==> src/rtl/gpu_tile_pkg.sv <==
// Shared definitions for the tile scheduler: tile geometry, the bit layout of
// a triangle setup record, and the scheduler state encoding.
package gpu_tile_pkg;

  // A tile is 32x32 pixels, so a tile index shifted by 5 gives its pixel origin.
  localparam int TILE_SHIFT = 5;

  // Triangle record field widths.
  localparam int A_W     = 19;
  localparam int B_W     = 24;
  localparam int W_W     = 32;
  localparam int Z_W     = 27;
  localparam int COLOR_W = 16;
  localparam int TRI_W   = 322;

  // Field LSB offsets; the record is packed MSB first starting with color,
  // so A01 sits at bit 0.
  localparam int OFF_A01   = 0;
  localparam int OFF_A12   = 19;
  localparam int OFF_A20   = 38;
  localparam int OFF_B01   = 57;
  localparam int OFF_B12   = 81;
  localparam int OFF_B20   = 105;
  localparam int OFF_W0    = 129;
  localparam int OFF_W1    = 161;
  localparam int OFF_W2    = 193;
  localparam int OFF_DZDX  = 225;
  localparam int OFF_DZDY  = 252;
  localparam int OFF_ZC    = 279;
  localparam int OFF_COLOR = 306;

  typedef enum logic [2:0] {
    ST_IDLE  = 3'd0,
    ST_CLEAR = 3'd1,
    ST_FETCH = 3'd2,
    ST_SETUP = 3'd3,
    ST_ISSUE = 3'd4,
    ST_WAIT  = 3'd5,
    ST_FLUSH = 3'd6,
    ST_DONE  = 3'd7
  } state_t;

  // Sign-extend an edge coefficient to the 32-bit edge-function width.
  function automatic logic [31:0] sext_a(input logic [A_W-1:0] v);
    return {{(32-A_W){v[A_W-1]}}, v};
  endfunction

  function automatic logic [31:0] sext_b(input logic [B_W-1:0] v);
    return {{(32-B_W){v[B_W-1]}}, v};
  endfunction

endpackage

==> src/rtl/tile_origin_setup.sv <==
// Moves a triangle's edge values and depth from the screen origin to the
// current tile origin (x0,y0). One registered stage: load in, result next cycle.
// clr forces all outputs to zero (used for the clear pass).
module tile_origin_setup
  import gpu_tile_pkg::*;
(
  input  logic             clk,
  input  logic             rst,
  input  logic             clr,
  input  logic             load,
  input  logic [9:0]       x0,
  input  logic [8:0]       y0,
  input  logic [A_W-1:0]   a01,
  input  logic [A_W-1:0]   a12,
  input  logic [A_W-1:0]   a20,
  input  logic [B_W-1:0]   b01,
  input  logic [B_W-1:0]   b12,
  input  logic [B_W-1:0]   b20,
  input  logic [W_W-1:0]   w0_in,
  input  logic [W_W-1:0]   w1_in,
  input  logic [W_W-1:0]   w2_in,
  input  logic [Z_W-1:0]   dzdx,
  input  logic [Z_W-1:0]   dzdy,
  input  logic [Z_W-1:0]   zc_in,
  output logic [W_W-1:0]   w0,
  output logic [W_W-1:0]   w1,
  output logic [W_W-1:0]   w2,
  output logic [Z_W-1:0]   zc
);

  logic [31:0] x_ext;
  logic [31:0] y_ext;
  logic [Z_W-1:0] x_z;
  logic [Z_W-1:0] y_z;

  assign x_ext = {22'd0, x0};
  assign y_ext = {23'd0, y0};
  assign x_z   = {17'd0, x0};
  assign y_z   = {18'd0, y0};

  // Low 32 bits of the products are exact modulo 2^32, so two's-complement
  // wrap falls out of plain unsigned arithmetic on sign-extended operands.
  function automatic logic [31:0] adj(input logic [31:0] w, input logic [31:0] a,
                                      input logic [31:0] b, input logic [31:0] x,
                                      input logic [31:0] y);
    return w + a * x + b * y;
  endfunction

  // Register the adjusted origin values; clear pass zeroes them.
  always_ff @(posedge clk or posedge rst) begin
    if (rst) begin
      w0 <= '0;
      w1 <= '0;
      w2 <= '0;
      zc <= '0;
    end else if (clr) begin
      w0 <= '0;
      w1 <= '0;
      w2 <= '0;
      zc <= '0;
    end else if (load) begin
      w0 <= adj(w0_in, sext_a(a01), sext_b(b01), x_ext, y_ext);
      w1 <= adj(w1_in, sext_a(a12), sext_b(b12), x_ext, y_ext);
      w2 <= adj(w2_in, sext_a(a20), sext_b(b20), x_ext, y_ext);
      zc <= zc_in + dzdx * x_z + dzdy * y_z;
    end
  end

endmodule

==> src/rtl/tile_scheduler.sv <==
// Frame-level tile sequencer: walks tiles in raster order, runs a clear pass
// and then every triangle through the tile renderer, then hands each finished
// tile to writeback.
// Optional build macro STATS_EN adds stat_cycles / stat_tris counters.
//
// Handshakes: tr_start is a one-cycle command pulse; the renderer reports
// completion by holding tr_done high, which is ignored for START_GUARD cycles
// after each start. flush_req is a valid that stays high until a cycle where
// flush_ack (ready) is also high; that cycle is the transfer, and ack may be
// high in the very first cycle of the request.
module tile_scheduler
  import gpu_tile_pkg::*;
#(
  parameter int TILES_X     = 20,
  parameter int TILES_Y     = 15,
  parameter int TRI_AW      = 10,
  parameter int START_GUARD = 3
) (
  input  logic                clk,
  input  logic                rst,
  input  logic                frame_start,
  input  logic [TRI_AW:0]     num_tris,
  output logic                busy,
  output logic                frame_done,
  output logic [TRI_AW-1:0]   tri_addr,
  output logic                tri_rd,
  input  logic [TRI_W-1:0]    tri_data,
  output logic                tr_start,
  output logic                tr_clear,
  output logic [A_W-1:0]      tr_A01,
  output logic [A_W-1:0]      tr_A12,
  output logic [A_W-1:0]      tr_A20,
  output logic [B_W-1:0]      tr_B01,
  output logic [B_W-1:0]      tr_B12,
  output logic [B_W-1:0]      tr_B20,
  output logic [W_W-1:0]      tr_w0,
  output logic [W_W-1:0]      tr_w1,
  output logic [W_W-1:0]      tr_w2,
  output logic [Z_W-1:0]      tr_dzdx,
  output logic [Z_W-1:0]      tr_dzdy,
  output logic [Z_W-1:0]      tr_zC,
  output logic [COLOR_W-1:0]  tr_color,
  input  logic                tr_done,
  output logic                flush_req,
  input  logic                flush_ack,
  output logic [4:0]          tile_x,
  output logic [3:0]          tile_y,
`ifdef STATS_EN
  output logic [31:0]         stat_cycles,
  output logic [31:0]         stat_tris,
`endif
  output state_t              fsm_state
);

  localparam int GW = (START_GUARD < 1) ? 1 : $clog2(START_GUARD + 1);

  state_t            state_q, state_d;
  logic [4:0]        tile_x_q;
  logic [3:0]        tile_y_q;
  logic [TRI_AW:0]   tri_idx_q;
  logic [TRI_AW:0]   num_q;
  logic [GW-1:0]     guard_q;
  logic              clear_q;
  logic              accept;
  logic              flush_done;
  logic              last_tile;
  logic              last_col;
  logic              enter_clear;
  logic              load_rec;
  logic [9:0]        x0;
  logic [8:0]        y0;

  assign accept      = (state_q == ST_IDLE) && frame_start;
  assign flush_done  = (state_q == ST_FLUSH) && flush_ack;
  assign last_col    = (tile_x_q == 5'(TILES_X - 1));
  assign last_tile   = last_col && (tile_y_q == 4'(TILES_Y - 1));
  assign enter_clear = (state_d == ST_CLEAR) && (state_q != ST_CLEAR);
  assign load_rec    = (state_q == ST_SETUP);
  assign x0          = 10'(tile_x_q) << TILE_SHIFT;
  assign y0          = 9'(tile_y_q) << TILE_SHIFT;

  assign tile_x    = tile_x_q;
  assign tile_y    = tile_y_q;
  assign tr_clear  = clear_q;
  assign fsm_state = state_q;
  assign busy      = (state_q != ST_IDLE) && (state_q != ST_DONE);

  // State register.
  always_ff @(posedge clk or posedge rst) begin
    if (rst) state_q <= ST_IDLE;
    else     state_q <= state_d;
  end

  // Next-state and strobe outputs.
  always_comb begin
    state_d    = state_q;
    tr_start   = 1'b0;
    tri_rd     = 1'b0;
    tri_addr   = '0;
    flush_req  = 1'b0;
    frame_done = 1'b0;
    case (state_q)
      ST_IDLE:  if (frame_start) state_d = ST_CLEAR;
      ST_CLEAR: begin
        tr_start = 1'b1;
        state_d  = ST_WAIT;
      end
      ST_FETCH: begin
        if (tri_idx_q == num_q) begin
          state_d = ST_FLUSH;
        end else begin
          tri_rd   = 1'b1;
          tri_addr = tri_idx_q[TRI_AW-1:0];
          state_d  = ST_SETUP;
        end
      end
      ST_SETUP: state_d = ST_ISSUE;
      ST_ISSUE: begin
        tr_start = 1'b1;
        state_d  = ST_WAIT;
      end
      ST_WAIT:  if (guard_q == GW'(START_GUARD) && tr_done) state_d = ST_FETCH;
      ST_FLUSH: begin
        flush_req = 1'b1;
        if (flush_ack) state_d = last_tile ? ST_DONE : ST_CLEAR;
      end
      ST_DONE: begin
        frame_done = 1'b1;
        state_d    = ST_IDLE;
      end
      default:  state_d = ST_IDLE;
    endcase
  end

  // Tile position, triangle index, latched count and start guard.
  always_ff @(posedge clk or posedge rst) begin
    if (rst) begin
      tile_x_q  <= '0;
      tile_y_q  <= '0;
      tri_idx_q <= '0;
      num_q     <= '0;
      guard_q   <= '0;
    end else begin
      if (accept) begin
        num_q     <= num_tris;
        tile_x_q  <= '0;
        tile_y_q  <= '0;
        tri_idx_q <= '0;
      end else if (flush_done) begin
        tri_idx_q <= '0;
        if (last_tile) begin
          tile_x_q <= '0;
          tile_y_q <= '0;
        end else if (last_col) begin
          tile_x_q <= '0;
          tile_y_q <= tile_y_q + 4'd1;
        end else begin
          tile_x_q <= tile_x_q + 5'd1;
        end
      end else if (state_q == ST_ISSUE) begin
        tri_idx_q <= tri_idx_q + 1'b1;
      end
      if (state_q != ST_WAIT)                guard_q <= '0;
      else if (guard_q != GW'(START_GUARD))  guard_q <= guard_q + 1'b1;
    end
  end

  // Pass-through renderer fields: zeroed for the clear pass, loaded from the
  // triangle record on the data cycle, then held through the render.
  always_ff @(posedge clk or posedge rst) begin
    if (rst) begin
      clear_q  <= 1'b0;
      tr_A01   <= '0;
      tr_A12   <= '0;
      tr_A20   <= '0;
      tr_B01   <= '0;
      tr_B12   <= '0;
      tr_B20   <= '0;
      tr_dzdx  <= '0;
      tr_dzdy  <= '0;
      tr_color <= '0;
    end else if (enter_clear) begin
      clear_q  <= 1'b1;
      tr_A01   <= '0;
      tr_A12   <= '0;
      tr_A20   <= '0;
      tr_B01   <= '0;
      tr_B12   <= '0;
      tr_B20   <= '0;
      tr_dzdx  <= '0;
      tr_dzdy  <= '0;
      tr_color <= '0;
    end else if (load_rec) begin
      clear_q  <= 1'b0;
      tr_A01   <= tri_data[OFF_A01 +: A_W];
      tr_A12   <= tri_data[OFF_A12 +: A_W];
      tr_A20   <= tri_data[OFF_A20 +: A_W];
      tr_B01   <= tri_data[OFF_B01 +: B_W];
      tr_B12   <= tri_data[OFF_B12 +: B_W];
      tr_B20   <= tri_data[OFF_B20 +: B_W];
      tr_dzdx  <= tri_data[OFF_DZDX +: Z_W];
      tr_dzdy  <= tri_data[OFF_DZDY +: Z_W];
      tr_color <= tri_data[OFF_COLOR +: COLOR_W];
    end
  end

  tile_origin_setup u_origin (
    .clk   (clk),
    .rst   (rst),
    .clr   (enter_clear),
    .load  (load_rec),
    .x0    (x0),
    .y0    (y0),
    .a01   (tri_data[OFF_A01 +: A_W]),
    .a12   (tri_data[OFF_A12 +: A_W]),
    .a20   (tri_data[OFF_A20 +: A_W]),
    .b01   (tri_data[OFF_B01 +: B_W]),
    .b12   (tri_data[OFF_B12 +: B_W]),
    .b20   (tri_data[OFF_B20 +: B_W]),
    .w0_in (tri_data[OFF_W0 +: W_W]),
    .w1_in (tri_data[OFF_W1 +: W_W]),
    .w2_in (tri_data[OFF_W2 +: W_W]),
    .dzdx  (tri_data[OFF_DZDX +: Z_W]),
    .dzdy  (tri_data[OFF_DZDY +: Z_W]),
    .zc_in (tri_data[OFF_ZC +: Z_W]),
    .w0    (tr_w0),
    .w1    (tr_w1),
    .w2    (tr_w2),
    .zc    (tr_zC)
  );

`ifdef STATS_EN
  // Saturating frame statistics, restarted by each accepted frame.
  always_ff @(posedge clk or posedge rst) begin
    if (rst) begin
      stat_cycles <= '0;
      stat_tris   <= '0;
    end else if (accept) begin
      stat_cycles <= '0;
      stat_tris   <= '0;
    end else begin
      if (busy && stat_cycles != '1)                  stat_cycles <= stat_cycles + 32'd1;
      if (state_q == ST_ISSUE && stat_tris != '1)     stat_tris   <= stat_tris + 32'd1;
    end
  end
`endif

endmodule

==> config.mk <==
export PLATFORM = sky130hd
export DESIGN_NAME = tile_scheduler
export DESIGN_NICKNAME = d
export VERILOG_FILES = /design/src/rtl/gpu_tile_pkg.sv /design/src/rtl/tile_origin_setup.sv /design/src/rtl/tile_scheduler.sv
export SDC_FILE = /design/constraint.sdc
export NUM_CORES = 2
export LEC_CHECK = 0
export ABC_AREA = 1
export CORE_ASPECT_RATIO = 1.75
export CORE_UTILIZATION = 45
export CTS_CLUSTER_DIAMETER = 60
export DETAILED_ROUTE_END_ITERATION = 7
export PLACE_DENSITY = 0.68
export SLEW_MARGIN = 5
export SYNTH_ARGS = -nofsm -noshare
export SYNTH_HDL_FRONTEND = slang
export SYNTH_SLANG_ARGS = --single-unit
==> constraint.sdc <==
create_clock -name clk -period 27.2 [get_ports clk]
set_input_delay 5.44 -clock clk [delete_from_list [all_inputs] [get_ports clk]]
set_output_delay 5.44 -clock clk [all_outputs]
set_load 0.03 [all_outputs]
Word level (Yosys, flattened, before mapping)
Cells that the tools add are included.

word-level totals
  word-level logic and storage cells = 125
  input port bits = 338
  output and inout bits = 350
  flip-flop bits (word level) = 359

cells by class
  add/sub/neg operators = 12
  $mul = 8
  equality and inequality tests = 16
  multiplexer cells = 54
  reductions and logical operators = 15

operators with widths
  kind                                                 number
  adder 32 bit                                         6
  two-way mux 32 bit                                   6
  two-way mux 27 bit                                   6
  two-way mux 24 bit                                   6
  two-way mux 19 bit                                   6
  multiplier 32 x 4 -> 27 bit                          3
  multiplier 32 x 5 -> 27 bit                          3
  adder 27 bit                                         2
  two-way mux 11 bit                                   3
  two-way mux 16 bit                                   2
  multiplier 27 x 4 -> 22 bit                          1
  multiplier 27 x 5 -> 22 bit                          1
  one-hot mux 3 bit (7 select lines)                   1
  two-way mux 10 bit                                   2
  two-way mux 5 bit                                    4
  two-way mux 4 bit                                    4
  two-way mux 3 bit                                    5
  equality test 3 bit, second input constant           4
  adder 11 x 1 -> 11 bit, second input constant        1
  equality test 11 bit                                 1
  nonzero test 3 bit                                   3
  two-way mux 1 bit                                    7
  equality test 3 x 1 -> 1 bit, second input constant  2
  equality test 3 x 2 -> 1 bit, second input constant  2
  other kinds (15)                                     24

Depth between registers and ports, before layout
  word-level depth = 8
  gate-level depth with buffers = 39
  mapped depth without buffers = 36

Cells and area by module
From an unflattened synthesis, not the netlist that was laid out.

unflattened totals
  cell total of the unflattened synthesis = 10,227
  area, all modules = 79,711.4 um^2

modules (own cells, without submodules)
  module             cells each  times used  area each (um^2)  seq. area each (um^2)
  tile_origin_setup  8,676       1           67,293.3          3,078.0
  tile_scheduler     1,551       1           12,418.2          5,905.7

Worst setup path before layout
Ideal clock, no wire load.

  path kind = input to register
  start point = in tri_data[4]
  end point = reg u_origin.w0[29]
  buffers on the path = 0
  library setup time = 0.123 ns
  path slack = 16.687 ns
  stages = 30
  required time = 27.077 ns
  arrival time = 10.390 ns
  path through = nand2_1 -> inv_1 -> fa_1 -> fa_1 -> inv_1 -> fa_1 -> inv_1 -> ha_1 -> a21oi_1 -> o21ai_0 -> nor2_1 -> o21ai_0 -> a21boi_0 -> o21ai_0 -> nand2_1 -> nand2_1 -> xor2_1 -> fa_1 -> inv_1 -> ha_1 -> nand2_1 -> nor2_1 -> and3_1 -> nand4_1 -> nand3_1 -> nand2_1 -> o211ai_1 -> a21oi_1 -> o21ai_0 -> nand2_1

on the way
  word-level cells in the longest chain between the ends = 5

RTL lines
  item                         RTL line                 source
  start, declared              tile_scheduler.sv:27     input logic [TRI_W-1:0] tri_data,
  multiplier 32 x 5 -> 27 bit  tile_origin_setup.sv:46  return w + a * x + b * y;
  adder 32 bit (2 in series)   tile_origin_setup.sv:46
  two-way mux 32 bit           tile_origin_setup.sv:61  end else if (load) begin
  two-way mux 32 bit           tile_origin_setup.sv:56  end else if (clr) begin
  end signal, assigned         tile_origin_setup.sv:62  w0 <= adj(w0_in, sext_a(a01), sext_b(b01), x_ext, y_ext);
  end, declared                tile_origin_setup.sv:25  output logic [W_W-1:0] w0,

No other way between the ends. The select of a mux whose other input is x is not followed.
A chain may end at the register's enable or synchronous reset.

Worst setup path in the final report
  start point = in tri_data[233]
  end point = reg u_origin.zc[26]

on the way
  word-level cells in the longest chain between the ends = 5

RTL lines
  item                         RTL line                 source
  multiplier 27 x 5 -> 22 bit  tile_origin_setup.sv:65  zc <= zc_in + dzdx * x_z + dzdy * y_z;
  adder 27 bit (2 in series)   tile_origin_setup.sv:65
  two-way mux 27 bit           tile_origin_setup.sv:61
  two-way mux 27 bit           tile_origin_setup.sv:56
  end signal, assigned         tile_origin_setup.sv:65
  end, declared                tile_origin_setup.sv:28  output logic [Z_W-1:0] zc

No other way between the ends. The select of a mux whose other input is x is not followed.

==> out/qor.yml <==
status:
  status: "finished, final reports clean"
place:
  gp_congestion: 1.021
  dp_hpwl_um: 129600
  io_buffer_count: 687
  dp_cells: 8402
  pre_cts_slack_ns: 14.97
synthesis:
  synthArstFlopShare_pct: 100.0
  synth_edf_count: 0
  ys_ff_latch: 359
  synth.yosys.seq_area_share_pct: 19.17
  synth_warnings: 0
  syn-num-nets: 7715
  syn_area_um2: 46860
  synth_cell_types: 51
  synthFlopType: "dfrtp_1"
  syn_inst: 6543
  avgSynthCellArea_um2: 7.162
timing:
  skew_ns: 0.03289
  fin_setup_tns_ns: 0
  finalCriticalPeriod_ns: 11.70
  fin_ws_ns: 15.50
  timing.final.hold_violations: 0
  fin_crit_sh_pct: 43.03
  relSlewSlack_pct: 31.91
  rsz0062_at_grt: "no"
  tightest_slew_ns: 1.021
  setup_viol: 0
  fmaxAchievable_ghz: 0.08544
  maxSlewViolCount: 0
global_routing:
  gr-usage-met1_pct: 33.36
  grt_util_met3_pct: 4.020
  grt_pass1_wl_um: 247100
  grt_overflow: 0
  grt.total_usage_pct: 30.32
  met2_usage_pct: 54.81
  grt_max_degree: 171
  grt_busiest_layer: "met2"
  antenna_found_initial: 12
  grt_pass1_vias: 45167
worst_setup_path:
  cpMostUsedCell: "nand2_1"
  cp_slowest_stage_delay_ns: 0.80
  cp.required_ns: 27.76
  setup.worst_path.class: "input port to flop"
  critPathMaxFanout: 6
  startpoint_type: "input port"
  cp_slowest_cell: "o311ai_0"
  cp.arrival_ns: 12.27
  setup.worst_path.end_class: "flop"
floorplan:
  die_area_um2: 105500
  dieHeight_um: 428.9
  floorplan.initialDensity_pct: 45.39
  rows: 156
  io_pins: 688
  die_width_um: 245.9
  core_area_um2: 103300
routing:
  wl_um: 159400
  first_iter_violations: 2253
  firstDrtPassIters: 6
  vias: 43649
  post_drt_wl_per_cell_um: 18.76
  ant_nets: 0
  vias_per_cell: 5.136
  drcViolationCount: 0
cts:
  cts_root_buffer: "clkbuf_16"
  cts_buffers: 46
  clock_latency_ns: 0.64
  cts_max_path_buffers: 3
  htreeDepth: 2
  hold_buffers: 0
  clock-sinks: 359
  cts_setup_buffers: 0
  cts_tree: "done"
  clkSlewWorstSetupHoldPaths_ns: 0.06
  ctsResizeCount: 0
final_layout:
  nets: 8279
  instances_no_fill: 8498
  utilization_pct: 54.58
  area_growth_pct: 20.26
  final_cell_mix: "1931 x nand2_1, 1484 x inv_1, 687 x clkdlybuf4s50_1, 520 x fa_1, 466 x nand3_1"
  final_layout_size_suffix_gt1_share_pct: 2.071
  fillerInstances: 10102
  final_common_cell: "nand2_1"
hold_path:
  hold_class: "flop to flop"
job:
  cap_violations: 0
==> cells in the mapped netlist, types with 2 or more instances <==
master	n	area (um2)
xnor2_1	104	910.9
o21a_1	2	15.01
ha_1	314	3929
nor3b_1	3	22.52
nor3_1	41	205.2
inv_1	1486	5578
nand4_1	42	262.8
buf_2	10	50.05
and2_1	7	43.79
a21boi_0	23	172.7
xor2_1	114	998.5
and3_1	2	12.51
nor2_2	2	12.51
a221oi_1	3	26.28
o2111ai_1	4	35.03
a21oi_1	326	1632
clkbuf_1	139	521.8
nand3_1	466	2332
or2_2	12	75.07
o21ai_1	2	10.01
o211ai_1	11	82.58
o21bai_1	26	195.2
nor4_1	10	62.56
o31ai_1	3	22.52
nor2_1	205	769.5
dfrtp_1	359	8984
buf_6	31	349.1
a31oi_1	20	125.1
a21o_1	32	240.2
buf_1	20	75.07
nand2_1	1931	7248
fa_1	520	10410
o21ai_0	245	1226
nand3b_1	7	52.55
inv_2	5	18.77
==> sequential cells by signal, indices dropped and copies added (netlist names) <==
| register | flops |
|---|---|
| num_q | 11 |
| tr_B20 | 24 |
| tr_A12 | 19 |
| guard_q | 2 |
| tri_idx_q | 11 |
| fsm_state | 3 |
| tr_dzdy | 27 |
| tr_clear | 1 |
| u_origin.w1 | 32 |
| u_origin.zc | 27 |
| u_origin.w0 | 32 |
| tr_B01 | 24 |
| tr_dzdx | 27 |
| tr_A20 | 19 |
| tr_A01 | 19 |
| tile_y | 4 |
| tile_x | 5 |
| u_origin.w2 | 32 |
| tr_color | 16 |
| tr_B12 | 24 |
==> worst paths after layout <==
| kind | from | slack [ns] | to | cells after the start |
|---|---|---|---|---|
| setup / recovery | tri_data[233] | 15.50 | u_origin.zc[26] | 31 |
| hold / removal | tr_clear | 0.49 | tr_clear | 2 |
| setup reg to reg | tile_y[1] | 19.47 | u_origin.zc[26] | 25 |
| hold reg to reg | tr_clear | 0.49 | tr_clear | 2 |
| max in group asynchronous | rst | 19.63 | tile_y[2] | 4 |
| min in group asynchronous | rst | 5.27 | tr_dzdy[24] | 2 |
==> cell families after synthesis <==
group / Yosys count / synth area share, %
adders and majority gates: 834 / 30.60
and+or+nand+nor: 2734 / 23.83
AOI/OAI and AO/OA: 706 / 8.247
DFF: 359 / 19.17
buffers and inverters: 1692 / 14.08
xor gates and xnor gates: 218 / 4.074
==> through the flow <==
stage | hold WS [ns] | cell area [um2]
after floorplan | 0.4683 | 46860
after global placement | 0.4683 | 54710
after detailed placement | 0.4748 | 54710
after CTS | 0.4898 | 56330
after global routing | 0.4998 | 56340
final | 0.4861 | 56360
==> worst max-delay path: cells and delay by family <==
family	cells	cell delay (ns)
AO/OA/AOI/OAI	3	1.24
XOR/XNOR	1	0.17
adder cells (fa/ha/maj)	6	2.71
buffers and inverters	8	1.23
AND/OR/NAND/NOR	13	1.51
==> final cells by class <==
class	instances	area [um2]	share of cell area, %
antenna	10	25.02	0.04440
clock buffer	58	1277	2.267
clock inverter	28	345.3	0.6128
inverter	1492	5615	9.964
multi-input combinational	4492	31290	55.52
sequential	359	9017	16.00
tap	1343	1680	2.982
timing repair buffer	716	7107	12.61
==> routing by layer <==
metal	vias to the layer above	part of all wire [%]
li1	20962	-
met4	6	6.5
met1	21027	37
met2	1335	51
met5	-	0.029
met3	319	5.3
Power is not shown: default switching activity piles up to over one toggle a cycle in this logic, so the estimate is an artifact.
